[config.mk]
export PLATFORM = sky130hd
export DESIGN_NAME = etapa_if
export DESIGN_NICKNAME = d
export VERILOG_FILES = /design/src/rtl/etapa_if.sv
export SDC_FILE = /design/constraint.sdc
export NUM_CORES = 2
export LEC_CHECK = 0
export ABC_AREA = 1
export CORE_MARGIN = 2
export CORE_UTILIZATION = 25
export CTS_BUF_LIST = sky130_fd_sc_hd__clkbuf_16
export CTS_CLUSTER_SIZE = 16
export DETAILED_ROUTE_END_ITERATION = 7
export PLACE_DENSITY = 0.4
export SYNTH_ARGS = -nofsm -noshare
export SYNTH_HDL_FRONTEND = slang
export SYNTH_SLANG_ARGS = --single-unit
[constraint.sdc]
create_clock -name i_clock -period 3.7 [get_ports i_clock]
set_clock_uncertainty 0.2 [all_clocks]
set_input_delay 0.555 -clock i_clock [delete_from_list [all_inputs] [get_ports i_clock]]
set_output_delay 0.555 -clock i_clock [all_outputs]
set_load 0.01 [all_outputs]
[src/rtl/etapa_if.sv]
`default_nettype none
// ============================================================================
// Module      : etapa_if
// Description : MIPS instruction-fetch stage: PC, word-addressed instruction
//               memory with loader port, IF/ID register and sticky HALT.
// Revision    : 1.0 - initial release
// ============================================================================
module etapa_if #(
    parameter int                    DATA_WIDTH = 32,
    parameter int                    MEM_DEPTH  = 64,
    parameter int                    ADDR_WIDTH = 6,
    parameter logic [DATA_WIDTH-1:0] HALT_WORD  = 32'hFFFFFFFF
) (
    input  logic                  i_clock,
    input  logic                  i_reset,
    input  logic                  i_enable,
    input  logic                  i_stall,
    input  logic                  i_pcsrc,
    input  logic [DATA_WIDTH-1:0] i_pcbranch,
    input  logic                  i_wr_en,
    input  logic [ADDR_WIDTH-1:0] i_wr_addr,
    input  logic [DATA_WIDTH-1:0] i_wr_data,
    output logic [DATA_WIDTH-1:0] o_pc,
    output logic [DATA_WIDTH-1:0] o_instruccion,
    output logic [DATA_WIDTH-1:0] o_pc4,
    output logic                  o_halt
);

    localparam logic [DATA_WIDTH-1:0] c_pc_step = DATA_WIDTH'(4);
    localparam logic [DATA_WIDTH-1:0] c_nop     = '0;

    logic [DATA_WIDTH-1:0] r_mem [MEM_DEPTH];

    logic [DATA_WIDTH-1:0] r_pc_q,    w_pc_d;
    logic [DATA_WIDTH-1:0] r_instr_q, w_instr_d;
    logic [DATA_WIDTH-1:0] r_pc4_q,   w_pc4_d;
    logic                  r_halt_q,  w_halt_d;

    logic [ADDR_WIDTH-1:0] w_rd_idx;
    logic [DATA_WIDTH-1:0] w_fetch;
    logic [DATA_WIDTH-1:0] w_pc_plus4;
    logic                  w_fetch_is_halt;

    // Loader port is independent of run control so a program can be
    // patched while the core is frozen or halted.
    always_ff @(posedge i_clock) begin
        if (i_wr_en) begin
            r_mem[i_wr_addr] <= i_wr_data;
        end
    end

    // Word index drops the byte-offset bits; upper PC bits wrap the index.
    assign w_rd_idx        = r_pc_q[ADDR_WIDTH+1:2];
    assign w_fetch         = r_mem[w_rd_idx];
    assign w_pc_plus4      = r_pc_q + c_pc_step;
    assign w_fetch_is_halt = (w_fetch == HALT_WORD);

    always_comb begin
        w_pc_d    = r_pc_q;
        w_instr_d = r_instr_q;
        w_pc4_d   = r_pc4_q;
        w_halt_d  = r_halt_q;

        if (i_enable) begin
            // PC: halt freezes fetch; a redirect overrides a pending stall.
            if (r_halt_q) begin
                w_pc_d = r_pc_q;
            end else if (i_pcsrc) begin
                w_pc_d = i_pcbranch;
            end else if (i_stall) begin
                w_pc_d = r_pc_q;
            end else if (w_fetch_is_halt) begin
                w_pc_d = r_pc_q;
            end else begin
                w_pc_d = w_pc_plus4;
            end

            // IF/ID: a flush discards the fetched word, including a HALT.
            if (i_pcsrc) begin
                w_instr_d = c_nop;
                w_pc4_d   = c_nop;
            end else if (i_stall) begin
                w_instr_d = r_instr_q;
                w_pc4_d   = r_pc4_q;
            end else if (r_halt_q) begin
                w_instr_d = c_nop;
            end else begin
                w_instr_d = w_fetch;
                w_pc4_d   = w_pc_plus4;
                if (w_fetch_is_halt) begin
                    w_halt_d = 1'b1;
                end
            end
        end
    end

    always_ff @(posedge i_clock or posedge i_reset) begin
        if (i_reset) begin
            r_pc_q    <= '0;
            r_instr_q <= c_nop;
            r_pc4_q   <= '0;
            r_halt_q  <= 1'b0;
        end else begin
            r_pc_q    <= w_pc_d;
            r_instr_q <= w_instr_d;
            r_pc4_q   <= w_pc4_d;
            r_halt_q  <= w_halt_d;
        end
    end

    assign o_pc          = r_pc_q;
    assign o_instruccion = r_instr_q;
    assign o_pc4         = r_pc4_q;
    assign o_halt        = r_halt_q;

endmodule
`default_nettype wire

Yosys cells after proc, flatten, opt, wreduce, memory -nomap -nowiden

Memories as Yosys holds them, arrays and structs flattened.
Index checks and enable logic that the tools add are counted.

Reduce and logical (&&, ||, !) cells: 4
Bitwise logic cells: 3
$add $sub $neg: 1
Equal/unequal tests: 4
Muxes and demuxes: 13

Operators by type and width:

| kind                                           | count |
|---|---|
| two-way mux 32 bit                             | 9 |
| adder 32 x 3 -> 32 bit (second input constant) | 1 |
| == test 32 bit (second input constant)         | 1 |
| AND reduction 3 bit                            | 2 |
| two-way mux 1 bit                              | 4 |
| != test 2 bit (second input constant)          | 2 |
| AND reduction 4 bit                            | 1 |
| NOT 1 bit                                      | 3 |
| != test 2 x 1 -> 1 bit (second input constant) | 1 |
| AND reduction 2 bit                            | 1 |

Memory bits (writable): 2048
Output and inout bits: 97
Word-level logic and storage cells: 30
Bits in registers: 97
Memories: 1
Bits of input ports: 76

Memory list:

| memory | words | bits a word | read ports | clocked after memory_dff | wr ports | line | text |
|---|---|---|---|---|---|---|---|
| r_mem  | 64    | 32          | 1          | 0                        | 1        | 32   | `logic [DATA_WIDTH-1:0] r_mem [MEM_DEPTH];` |

Depth between registers and ports, before layout

An unclocked memory read counts as a cell.

Word-level depth: 5
Gate-level depth with buffers: 24
Mapped depth without buffers: 19

Worst setup path before layout

Ideal clock, no wire load.

Path kind: input -> register
Start: in i_wr_en
End: mem r_mem[48][0] (enable)
Arrival: 4183 ps
Path slack: -1185 ps
Cell stages on the path: 3
Setup time: 502 ps
Cell sequence: clkbuf_1 -> nand4_1 -> nor4_1

Word-level cells in the longest chain between the ends: 2

Ends and longest elaborated chain:

| what                                    | line | text |
|---|---|---|
| start: declaration                      | 20   | `input logic i_wr_en,` |
| two-way mux 1 bit                       | 47   | `if (i_wr_en) begin` |
| two-way mux 1 bit (implied by the code) | 48   | `r_mem[i_wr_addr] <= i_wr_data;` |
| end: declaration                        | 32   |  |

Every way passes these cells.

Worst setup path after layout

Start: reg r_pc_q[2] (netlist: o_pc[2])
End: reg r_pc_q[3] (netlist: o_pc[3])

Word-level cells in the longest chain between the ends: 4

Ends and longest elaborated chain:

| what                                                                              | line   | text |
|---|---|---|
| start: declaration                                                                | 34     | `logic [DATA_WIDTH-1:0] r_pc_q, w_pc_d;` |
| start signal: assignment                                                          | 104    | `r_pc_q <= w_pc_d;` |
| memory read (64 x 32 bit) / adder 32 x 3 -> 32 bit (equally long branches)        | --     |  |
| == test 32 bit / two-way mux 32 bit (equally long branches)                       | 56, 72 |  |
| != test 2 bit (no source line) / two-way mux 32 bit (equally long branches)       | --     |  |
| AND reduction 4 bit (no source line) / two-way mux 32 bit (equally long branches) | --     |  |

Several ways; a longest one is shown, not always the timed one. The select of a mux whose other input is x is not followed.
A chain may end at the register's enable or synchronous reset.

==> results_dict.tcl <==
set metrics [dict create \
    status "complete, no violations" \
    synth_area_leader_cell "edfxtp_1" \
    synthToLayoutAreaGrowth_pct 25.4 \
    end_kind "flop" \
    setup_viol 0 \
    worst_path_max_delay_cell "dfrtp_4" \
    final_cells 13200 \
    critPathKind "reg -> reg" \
    cts_max_level 4 \
    ant_nets 0 \
    final_area_mm2 0.110 \
    drc_errors 0 \
    cp_num_buf_inv 9 \
    die_h_um 598 \
    cp_top_family "simple AND/OR/NAND/NOR gates" \
    clk_latency_ns 0.94 \
    final_common_cell "nand2_1" \
    dp_cells 12700 \
    hold_viol_final 0 \
    power-per-cell-area_mw_per_mm2 566 \
    finalCriticalPeriod_ns 3.66 \
    max_slew_margin_pct 21.4 \
    grt_pass1_wl_um 465000 \
    drv_cap 0 \
    dp_slack_ns -0.554 \
    clockBufferDepth 4 \
    synth.avg_cell_area_um2 11.3 \
    start_util_pct 25.2 \
    synth_warnings 0 \
    leakagePower_nw 41.0 \
    yosysSeqAreaShare_pct 72.6 \
    synth_nets 7852 \
    ys_ff_latch 2145 \
    layout_setup_ws_ns 0.0381 \
    drt_wl_total_um 334000 \
    io_buffers 172 \
    worstPathRequired_ns 4.33 \
    ios 173 \
    core-area_mm2 0.350 \
    hp-class "in -> reg" \
    fmax_mhz 273 \
    synthTopCellsByArea "edfxtp_1 70%, nand2_1 11%, nand3_1 7.2%" \
    async_flop_share_pct 4.52 \
    fin_util_pct 31.6 \
    numClockSinks 2145 \
    first_global_vias 59700 \
    antenna_found_initial 25 \
    synth_area_mm2 0.0881 \
    rows 217 \
    first_pass_iters 6 \
    numCtsBuffers 238 \
    final.setup.tns_ns 0 \
    ys.flop_type "edfxtp_1" \
    critPathMaxStageDelay_ns 0.45 \
    worstPathMaxFanout 8 \
    drv_slew 0 \
    hpwl_um 192000 \
    synth_edf_count 2048 \
    cts_tree "done" \
    synth_top_area_share_pct 69.8 \
    placed_area_mm2 0.100 \
    syn_inst 7775 \
    final_cell_mix "2396 x nand2_1, 2048 x edfxtp_1, 1206 x nand3_1" \
    vias 61800 \
    dieArea_mm2 0.357 \
    yosysUniqueCellTypes 38 \
    worstMarginPinSlew_ns 1.18 \
    final_nets 8471 \
    grt_max_degree 67 \
    first_iter_violations 6031 \
    routedWlPerCell_um 25.3 \
    cts_root_buf "clkbuf_16" \
    gp_congestion 0.813 \
    period_share_pct 99.0 \
    die_w_um 598 \
    grt_usage_pct 18.1 \
    rsz0062_at_grt "yes" \
    grt_overflow 0 \
    vdd_drop_max_v 0.000348 \
    crit_path_start_kind "flop" \
    clk_pin_slew_ns 0.06 \
    drive_gt1_share_pct 15.3 \
    post_drt_via_cell_ratio 4.68 \
    worstPathArrival_ns 4.29 \
]
==> what timing repair did <==
action,4_1_cts,5_1_grt
pin swaps,17,56
hold endpoints to repair,166,0
setup buffers,23,22
gates cloned,24,14
hold buffers,11,0
setup endpoints to repair,32,35
resized for setup,159,199
==> routing by layer <==
metal	part of all wire, %	track usage [%]
met1	45	25.3
met2	48	30.0
met3	4.9	1.96
met4	2.2	4.27
met5	0.015	0
==> stage by stage <==
step,hold WS [ns],total power (W)
2_1_floorplan,0.319,0.0330
3_3_place_gp,0.281,0.0392
3_5_place_dp,0.284,0.0392
4_1_cts,0.00385,0.0627
5_1_grt,0.0497,0.0649
6_report,0.0482,0.0626
==> worst paths after layout <==
check / to / slack (ns) / depth (start not counted) / startpoint
max: o_pc[3] / 0.04 / 25 / o_pc[2]
min: r_mem[58][31] / 0.05 / 1 / i_wr_data[31]
max reg2reg: o_pc[3] / 0.04 / 25 / o_pc[2]
min reg2reg: o_pc4[11] / 0.29 / 2 / o_pc4[11]
max in group asynchronous: o_instruccion[21] / 2.20 / 4 / i_reset
min in group asynchronous: o_pc4[0] / 0.33 / 3 / i_reset
==> power by group <==
group / switching (W) / internal (W) / leakage (nW)
registers: 0.000225 / 0.0269 / 19.7
logic: 0.00827 / 0.00459 / 17.5
clock network: 0.00995 / 0.0126 / 3.81
total: 0.0184 / 0.0441 / 41.0
==> registers in the layout (all words and copies together), names as in the netlist <==
register and cells:
o_halt 1, r_mem 2048, o_pc4 32, o_pc 32, o_instruccion 32
==> synth_stat cells (3+ instances only) <==
cell	number
nand2_1	2513
edfxtp_1	2048
nand3_1	1272
nor2_1	596
inv_1	281
o21ai_0	271
buf_2	249
clkbuf_1	141
dfrtp_1	97
a21oi_1	69
buf_1	39
o211ai_1	36
a22o_1	34
buf_4	30
nor3_1	17
nand4_1	16
or2_2	12
nor4_1	9
o21ai_1	7
buf_6	6
inv_2	6
clkinv_1	5
nor2_2	3
==> layout make-up <==
| class | instances | area [µm²] |
|---|---|---|
| Timing Repair inverter | 2 | 40.0 |
| Antenna cell | 5 | 12.5 |
| Timing Repair Buffer | 843 | 10100 |
| Sequential cell | 2145 | 63900 |
| Inverter | 292 | 1160 |
| Clock inverter | 191 | 1250 |
| Tap cell | 4599 | 5750 |
| Multi-Input combinational cell | 4872 | 22200 |
| Clock buffer | 240 | 6010 |
| Fill cell | 35200 | 240000 |
==> worst reg2reg max path: stages (launching register included) <==
cell and delay (ns):
dfrtp_4 0.45, buf_12 0.23, clkinv_16 0.16, buf_16 0.26, buf_4 0.15, buf_4 0.13, nand2_1 0.05, nand3_1 0.07
nand3_1 0.10, nand2_2 0.08, nand2_1 0.08, nand3_2 0.14, nand2_1 0.11, buf_4 0.14, inv_1 0.06, nand2_2 0.07
nand2_1 0.06, nor2_2 0.13, nand2_4 0.11, nor2_4 0.09, buf_6 0.11, nand3_4 0.16, nand2_8 0.17, buf_6 0.14
nand2_2 0.05, nand2_2 0.08
==> kinds of logic after synthesis <==
kind of cell | count (synthesis) | share of synthesized area [%]
DFF | 2145 | 72.6
buffers and inverters | 758 | 3.76
and+or+nand+nor | 4447 | 20.9
adders and majority gates | 1 | 0.0142
AOI/OAI and AO/OA | 422 | 2.66
muxes | 2 | 0.0256
(Power assumes the default switching activity.)
